## config.mk

```make
export PLATFORM = sky130hd
export DESIGN_NAME = bus_master_arbiter_flat
export DESIGN_NICKNAME = d
export VERILOG_FILES = /design/src/rtl/bus_master_arbiter_if.sv /design/src/rtl/bus_master_arbiter.sv /design/src/flat_wrapper.sv
export SDC_FILE = /design/constraint.sdc
export NUM_CORES = 1
export LEC_CHECK = 0
export BUFFER_PORTS_ARGS = -buffer_cell sky130_fd_sc_hd__buf_4
export CELL_PAD_IN_SITES_DETAIL_PLACEMENT = 1
export CELL_PAD_IN_SITES_GLOBAL_PLACEMENT = 1
export CORE_AREA = 3 3 168 170
export DETAILED_ROUTE_END_ITERATION = 8
export DIE_AREA = 0 0 171 173
export PLACE_DENSITY = 0.78
export SLEW_MARGIN = 20
export SYNTH_ARGS = -nofsm -noshare
export SYNTH_HDL_FRONTEND = slang
export SYNTH_SLANG_ARGS = --single-unit
```

## constraint.sdc

```tcl
create_clock -name clk -period 9.1 [get_ports clk]
set_clock_uncertainty 0.05 [all_clocks]
set_input_delay 0.91 -clock clk [delete_from_list [all_inputs] [get_ports clk]]
set_output_delay 0.91 -clock clk [all_outputs]
set_load 0.02 [all_outputs]
```

## src/rtl/bus_master_arbiter_if.sv

```systemverilog
// Bus bundle between the four masters, the arbiter and the slave-side decode.
// Masters hold rreq/wreq (level) until their one-cycle acc pulse; the arbiter issues
// a one-cycle slave_rreq/slave_wreq strobe and waits for slave_ack, no sooner than
// the cycle after the strobe.
interface bus_master_arbiter_if;
  logic [3:0]   master_rreq;
  logic [3:0]   master_wreq;
  logic [127:0] master_addr;
  logic [127:0] master_wdata;
  logic [3:0]   master_acc;
  logic [31:0]  master_rdata;
  logic         master_err;
  logic         master_busy;
  logic         slave_rreq;
  logic         slave_wreq;
  logic [31:0]  slave_addr;
  logic [31:0]  slave_wdata;
  logic [31:0]  slave_rdata;
  logic         slave_ack;
  logic         timeout_flag;
  logic [31:0]  timeout_addr;
  logic [1:0]   state_dbg;

  modport master (
    input  master_rreq, master_wreq, master_addr, master_wdata, slave_rdata, slave_ack,
    output master_acc, master_rdata, master_err, master_busy, slave_rreq, slave_wreq,
           slave_addr, slave_wdata, timeout_flag, timeout_addr, state_dbg
  );

  modport slave (
    output master_rreq, master_wreq, master_addr, master_wdata, slave_rdata, slave_ack,
    input  master_acc, master_rdata, master_err, master_busy, slave_rreq, slave_wreq,
           slave_addr, slave_wdata, timeout_flag, timeout_addr, state_dbg
  );
endinterface

```

## src/rtl/bus_master_arbiter.sv

```systemverilog
// Four-master single-outstanding bus arbiter with round-robin or fixed priority
// and a watchdog that turns a missing slave ack into an error completion.
module bus_master_arbiter #(
  parameter int PRIORITY_MODE = 0,
  parameter int TIMEOUT       = 255
) (
  input  logic                   clk,
  input  logic                   reset,
  bus_master_arbiter_if.master   bus
);

  localparam logic [1:0] ST_IDLE    = 2'd0;
  localparam logic [1:0] ST_ISSUE   = 2'd1;
  localparam logic [1:0] ST_WAIT    = 2'd2;
  localparam logic [1:0] ST_RELEASE = 2'd3;
  localparam logic [7:0] TMO_LAST   = 8'(TIMEOUT - 1);

  logic [1:0]  state_q, state_d;
  logic [1:0]  g_q, g_d;
  logic [1:0]  last_grant_q, last_grant_d;
  logic [31:0] addr_q, addr_d;
  logic [31:0] wdata_q, wdata_d;
  logic        is_wr_q, is_wr_d;
  logic [7:0]  timer_q, timer_d;
  logic [3:0]  acc_q, acc_d;
  logic [31:0] rdata_q, rdata_d;
  logic        err_q, err_d;
  logic        srreq_q, srreq_d;
  logic        swreq_q, swreq_d;
  logic        tflag_q, tflag_d;
  logic [31:0] taddr_q, taddr_d;

  logic [3:0]  req;
  logic        win_found;
  logic [1:0]  win_idx;

  assign req = bus.master_rreq | bus.master_wreq;

  // Round-robin starts searching just after the last granted master.
  always_comb begin
    logic [1:0] cand;
    win_found = 1'b0;
    win_idx   = 2'd0;
    cand      = 2'd0;
    for (int k = 0; k < 4; k++) begin
      cand = (PRIORITY_MODE != 0) ? 2'(k) : 2'(last_grant_q + 2'(k + 1));
      if (!win_found && req[cand]) begin
        win_found = 1'b1;
        win_idx   = cand;
      end
    end
  end

  always_comb begin
    state_d      = state_q;
    g_d          = g_q;
    last_grant_d = last_grant_q;
    addr_d       = addr_q;
    wdata_d      = wdata_q;
    is_wr_d      = is_wr_q;
    timer_d      = timer_q;
    acc_d        = 4'b0000;
    rdata_d      = rdata_q;
    err_d        = 1'b0;
    srreq_d      = 1'b0;
    swreq_d      = 1'b0;
    tflag_d      = tflag_q;
    taddr_d      = taddr_q;
    case (state_q)
      ST_IDLE: begin
        if (win_found) begin
          g_d     = win_idx;
          addr_d  = bus.master_addr[{win_idx, 5'b00000} +: 32];
          wdata_d = bus.master_wdata[{win_idx, 5'b00000} +: 32];
          // A master raising both requests gets a write.
          is_wr_d = bus.master_wreq[win_idx];
          swreq_d = bus.master_wreq[win_idx];
          srreq_d = ~bus.master_wreq[win_idx];
          state_d = ST_ISSUE;
        end
      end
      ST_ISSUE: begin
        timer_d = 8'd0;
        state_d = ST_WAIT;
      end
      ST_WAIT: begin
        timer_d = timer_q + 8'd1;
        if (bus.slave_ack) begin
          if (!is_wr_q) rdata_d = bus.slave_rdata;
          acc_d   = 4'b0001 << g_q;
          state_d = ST_RELEASE;
        end else if (timer_q == TMO_LAST) begin
          acc_d   = 4'b0001 << g_q;
          err_d   = 1'b1;
          rdata_d = 32'hFFFF_FFFF;
          tflag_d = 1'b1;
          taddr_d = addr_q;
          state_d = ST_RELEASE;
        end
      end
      ST_RELEASE: begin
        last_grant_d = g_q;
        state_d      = ST_IDLE;
      end
      default: state_d = ST_IDLE;
    endcase
  end

  always_ff @(posedge clk or posedge reset) begin
    if (reset) begin
      state_q      <= ST_IDLE;
      g_q          <= 2'd0;
      last_grant_q <= 2'd3;
      addr_q       <= 32'd0;
      wdata_q      <= 32'd0;
      is_wr_q      <= 1'b0;
      timer_q      <= 8'd0;
      acc_q        <= 4'b0000;
      rdata_q      <= 32'd0;
      err_q        <= 1'b0;
      srreq_q      <= 1'b0;
      swreq_q      <= 1'b0;
      tflag_q      <= 1'b0;
      taddr_q      <= 32'd0;
    end else begin
      state_q      <= state_d;
      g_q          <= g_d;
      last_grant_q <= last_grant_d;
      addr_q       <= addr_d;
      wdata_q      <= wdata_d;
      is_wr_q      <= is_wr_d;
      timer_q      <= timer_d;
      acc_q        <= acc_d;
      rdata_q      <= rdata_d;
      err_q        <= err_d;
      srreq_q      <= srreq_d;
      swreq_q      <= swreq_d;
      tflag_q      <= tflag_d;
      taddr_q      <= taddr_d;
    end
  end

  assign bus.master_acc   = acc_q;
  assign bus.master_rdata = rdata_q;
  assign bus.master_err   = err_q;
  assign bus.master_busy  = (state_q != ST_IDLE);
  assign bus.slave_rreq   = srreq_q;
  assign bus.slave_wreq   = swreq_q;
  assign bus.slave_addr   = addr_q;
  assign bus.slave_wdata  = wdata_q;
  assign bus.timeout_flag = tflag_q;
  assign bus.timeout_addr = taddr_q;
  assign bus.state_dbg    = state_q;

endmodule

```

## src/flat_wrapper.sv

```systemverilog
// flat-port wrapper written by rule: the top's interface ports become plain ports
module bus_master_arbiter_flat 
#(
  parameter int PRIORITY_MODE = 0,
  parameter int TIMEOUT       = 255
)
  (clk, reset, bus_master_rreq, bus_master_wreq, bus_master_addr, bus_master_wdata, bus_slave_rdata, bus_slave_ack, bus_master_acc, bus_master_rdata, bus_master_err, bus_master_busy, bus_slave_rreq, bus_slave_wreq, bus_slave_addr, bus_slave_wdata, bus_timeout_flag, bus_timeout_addr, bus_state_dbg);
  bus_master_arbiter_if bus_i ();
  input  logic clk;
  input  logic reset;
  input wire logic [$bits(bus_i.master_rreq)-1:0] bus_master_rreq;
  input wire logic [$bits(bus_i.master_wreq)-1:0] bus_master_wreq;
  input wire logic [$bits(bus_i.master_addr)-1:0] bus_master_addr;
  input wire logic [$bits(bus_i.master_wdata)-1:0] bus_master_wdata;
  input wire logic [$bits(bus_i.slave_rdata)-1:0] bus_slave_rdata;
  input wire logic [$bits(bus_i.slave_ack)-1:0] bus_slave_ack;
  output wire logic [$bits(bus_i.master_acc)-1:0] bus_master_acc;
  output wire logic [$bits(bus_i.master_rdata)-1:0] bus_master_rdata;
  output wire logic [$bits(bus_i.master_err)-1:0] bus_master_err;
  output wire logic [$bits(bus_i.master_busy)-1:0] bus_master_busy;
  output wire logic [$bits(bus_i.slave_rreq)-1:0] bus_slave_rreq;
  output wire logic [$bits(bus_i.slave_wreq)-1:0] bus_slave_wreq;
  output wire logic [$bits(bus_i.slave_addr)-1:0] bus_slave_addr;
  output wire logic [$bits(bus_i.slave_wdata)-1:0] bus_slave_wdata;
  output wire logic [$bits(bus_i.timeout_flag)-1:0] bus_timeout_flag;
  output wire logic [$bits(bus_i.timeout_addr)-1:0] bus_timeout_addr;
  output wire logic [$bits(bus_i.state_dbg)-1:0] bus_state_dbg;
  assign bus_i.master_rreq = bus_master_rreq;
  assign bus_i.master_wreq = bus_master_wreq;
  assign bus_i.master_addr = bus_master_addr;
  assign bus_i.master_wdata = bus_master_wdata;
  assign bus_i.slave_rdata = bus_slave_rdata;
  assign bus_i.slave_ack = bus_slave_ack;
  assign bus_master_acc = bus_i.master_acc;
  assign bus_master_rdata = bus_i.master_rdata;
  assign bus_master_err = bus_i.master_err;
  assign bus_master_busy = bus_i.master_busy;
  assign bus_slave_rreq = bus_i.slave_rreq;
  assign bus_slave_wreq = bus_i.slave_wreq;
  assign bus_slave_addr = bus_i.slave_addr;
  assign bus_slave_wdata = bus_i.slave_wdata;
  assign bus_timeout_flag = bus_i.timeout_flag;
  assign bus_timeout_addr = bus_i.timeout_addr;
  assign bus_state_dbg = bus_i.state_dbg;
  bus_master_arbiter #(.PRIORITY_MODE(PRIORITY_MODE), .TIMEOUT(TIMEOUT)) u_core (.clk(clk), .reset(reset), .bus(bus_i));
endmodule
```

==> metrics.md <==
| Metric | Value |
|---|---|
| Largest net degree at the start of global routing | 99 |
| Post-CTS Resized | 0 |
| Arrival @ worst endpoint | 3.25 ns |
| # Max-Cap Violations | 0 |
| Startpoint types | flip-flop |
| Worst relative slew slack | 32.6% |
| Simple-Gate Fraction of Synth Area | 6.44% |
| Sequential Power Share | 29.8% |
| # port buffers | 437 |
| Post-route ant nets | 0 |
| Peak Freq | 328 MHz |
| Fill cells | 3014 |
| Core box area | 26900 um^2 |
| First-pass GRT wire length | 44300 um |
| Syn Inst Count | 619 |
| Synth Register Bits | 151 |
| Area of the die | 29600 um^2 |
| Worst Max-Slew Pin Slew | 1.01 ns |
| Logic pwr share | 50.8% |
| Sequential cell area | 3780 um^2 |
| Share of layout cells above drive strength 1 | 49.7% |
| Count of final max-slew check failures | 0 |
| Vias in the first global route | 7644 |
| Vias | 6854 |
| CTS H-tree lvls | 4 |
| Final core utilization | 42.8% |
| Final hold vios | 0 |
| Die Y | 173 um |
| Most common cell after layout, fill and taps aside | buf_4 |
| Dpl hpwl | 22200 um |
| GR Overflow Total | 0 |
| IO Count | 438 |
| Synthesized net count | 923 |
| Starting DRC count in detailed routing | 309 |
| CTS tree | built |
| Hold Buf Count CTS | 0 |
| Commonest non-fill, non-tap cells in the layout | buf_4 (444), dfrtp_1 (149), mux2i_1 (130), nand2_1 (77), o221ai_1 (65) |
| Delay-heaviest family, CP | compound AO/OA/AOI/OAI gates |
| Design area | 11500 um^2 |
| Synth Area in Adders | 0.845% |
| Critical-path cell list | o21ai_1 -> a21oi_1 -> a221o_4 -> buf_4 -> mux2i_1 -> o221ai_1 |
| Hold Slack | 0.417 ns |
| RSZ-0062 raised after global routing | false |
| Syn. warnings | 0 |
| Routability cong. | 0.803 |
| P per Cell Area | 314 nW/um^2 |
| Drt drc | 0 |
| Tcrit/Tclk final | 33.6% |
| Post-route setup TNS | 0 ns |
| Layout area overhead | 55.5% |
| CTS max path bufs | 2 |
| Largest family of logic cells by synthesized area | multiplexers |
| Most area-hungry cell type in the Yosys netlist | dfrtp_1 |
| Tmin final | 3.05 ns |
| Multi-input logic area | 3350 um^2 |
| Crit path buffers/inverters | 1 |
| Multiplexer area fraction after synthesis | 23.0% |
| Critical path class | reg2reg |
| Worst IR drop on VDD | 129 uV |
| Top cell type's share of synthesized area | 50.3% |
| Die X | 171 um |
| Crit Path Max Fanout | 49 |
| Final setup violation count | 0 |
| Layout Cells excl Fill | 1390 |
| Post-Synthesis Cell Area | 7410 um^2 |
| Core Rows | 60 |
| Post-CTS setup buffers | 0 |
| Sw frac | 42.0% |
| Lkg Pwr | 5.84 nW |
| Top cells by area, synth | dfrtp_1 (50%), mux2i_1 (18%), o221ai_1 (7.7%) |
| Hold WC Path Type | reg2reg |
| Fin nets | 1340 |
| Yosys cell types | 40 |
| Clk Latency, worst-skew pair | 0.41 ns |
| Initial antenna violation count | 1 |
| Clk pin slew, worst setup/hold paths | 0.06 ns |
| Post-synthesis compound-gate area fraction | 14.6% |
| Crit-path slowest cell | buf_4 |
| Initial Util | 27.6% |
| Hold wc startpoint | u_core.bus.timeout_flag |
| CP peak stage delay | 0.73 ns |
| Post-DR wirelength/cell | 21.1 um |
| XOR/XNOR Fraction of Synth Area | 0% |
| Syn avg cell area | 12.0 um^2 |
| Placed Area | 10900 um^2 |
| Crit path required time | 9.30 ns |
| CTS sink cnt | 151 |
| Total GRT Usage | 19.2% |
| Clock power frac | 19.4% |
| Via/cell ratio | 4.93 |
| Switch Pwr | 0.00152 W |
| Num CTS Buffers | 17 |
| Drt total wl | 29300 um |
| Reg-to-reg slack, setup | 6.05 ns |
| Clock root cell | clkbuf_16 |
| First-pass iteration count of the detailed router | 4 |
| R2R Path Start | u_core.last_grant_q[1] |
| Antenna cells | 0 |
| Status | finished clean |
| Int Power | 0.00209 W |
| Critical path startpoint | u_core.last_grant_q[1] |
| Placed cells | 1358 |
| Seq/Total Area, Yosys | 51.1% |
| Setup crit end kind | flip-flop |
==> synth_stat cells <==
master,instances
o22a_1,32
o21ba_1,1
and4_1,2
nor3b_1,2
nor2_1,10
or2_1,1
clkbuf_1,24
o31a_1,1
o41ai_1,1
a2bb2oi_1,1
buf_6,10
dfrtp_1,149
inv_1,8
buf_2,12
o21a_1,2
a21oi_1,4
a221o_1,2
o221ai_1,65
a22o_1,1
buf_1,1
o21ai_0,7
dfstp_2,2
o22ai_1,1
nand2b_1,5
ha_1,5
nor4_1,1
a211o_1,1
nand4_1,3
o21bai_1,1
o21ai_1,3
o2bb2ai_1,3
o2111a_1,1
nand2_1,79
nor3_1,3
nand3_1,5
mux2i_1,130
mux2_2,36
o31ai_1,2
nand3b_1,1
a21boi_1,1
==> per-stage QoR <==
| stage | total power (W) | setup WS (ns) |
|---|---|---|
| 2_1_floorplan | 0.00222 | 4.08 |
| 3_3_place_gp | 0.00288 | 5.66 |
| 3_5_place_dp | 0.00294 | 5.60 |
| 4_1_cts | 0.00366 | 6.03 |
| 5_1_grt | 0.00384 | 5.80 |
| 6_report | 0.00361 | 6.05 |
==> layer usage <==
layer,vias up,routed length [um],global-route usage (%)
li1,3174,-,-
met1,3386,11600,22.8
met2,267,15600,35.2
met3,25,1630,4.28
met4,2,499,4.36
met5,-,17,0
==> sequential cells by signal, summed over array words and instances (netlist names) <==
| signal | cells |
|---|---|
| u_core.bus.master_rdata | 32 |
| u_core.bus.slave_addr | 32 |
| u_core.bus.slave_wdata | 32 |
| u_core.bus.timeout_addr | 32 |
| u_core.timer_q | 8 |
| u_core.bus.master_acc | 4 |
| u_core.bus.state_dbg | 2 |
| u_core.g_q | 2 |
| u_core.last_grant_q | 2 |
| u_core.bus.master_err | 1 |
| u_core.bus.slave_rreq | 1 |
| u_core.bus.slave_wreq | 1 |
| u_core.bus.timeout_flag | 1 |
| u_core.is_wr_q | 1 |
==> cell type report <==
class | count | area share, %
clock buffers | 18 | 3.73
well taps | 341 | 3.71
multi-input cells | 413 | 29.1
flip-flops and latches | 151 | 32.8
inverters | 8 | 0.304
repair buffers | 445 | 29.1
clock inverters | 14 | 1.23
==> logic make-up after synthesis <==
| kind of cell | count (synthesis) |
|---|---|
| multiplexers | 166 |
| adder cells (fa/ha/maj) | 5 |
| AND/OR/NAND/NOR | 112 |
| flip-flops | 151 |
| buffers and inverters | 55 |
| AO/OA/AOI/OAI | 130 |
==> power groups by stage <==
stage | clock [W] | sequential, W | combinational, W
6_report | 0.000702 | 0.00108 | 0.00183
2_1_floorplan | 0 | 0.00131 | 0.000911
3_5_place_dp | 0 | 0.00109 | 0.00185
5_1_grt | 0.000754 | 0.00111 | 0.00197
3_3_place_gp | 0 | 0.00107 | 0.00181
4_1_cts | 0.000723 | 0.00108 | 0.00186
==> worst paths after layout <==
kind,endpoint,cells past startpoint
setup / recovery,u_core.bus.slave_wdata[4],6
hold / removal,u_core.bus.timeout_flag,1
setup reg to reg,u_core.bus.slave_wdata[4],6
hold reg to reg,u_core.bus.timeout_flag,1
max in group asynchronous,u_core.bus.slave_addr[13],3
min in group asynchronous,u_core.bus.master_rdata[5],2
No activity file was read; power rests on OpenSTA's default activity.
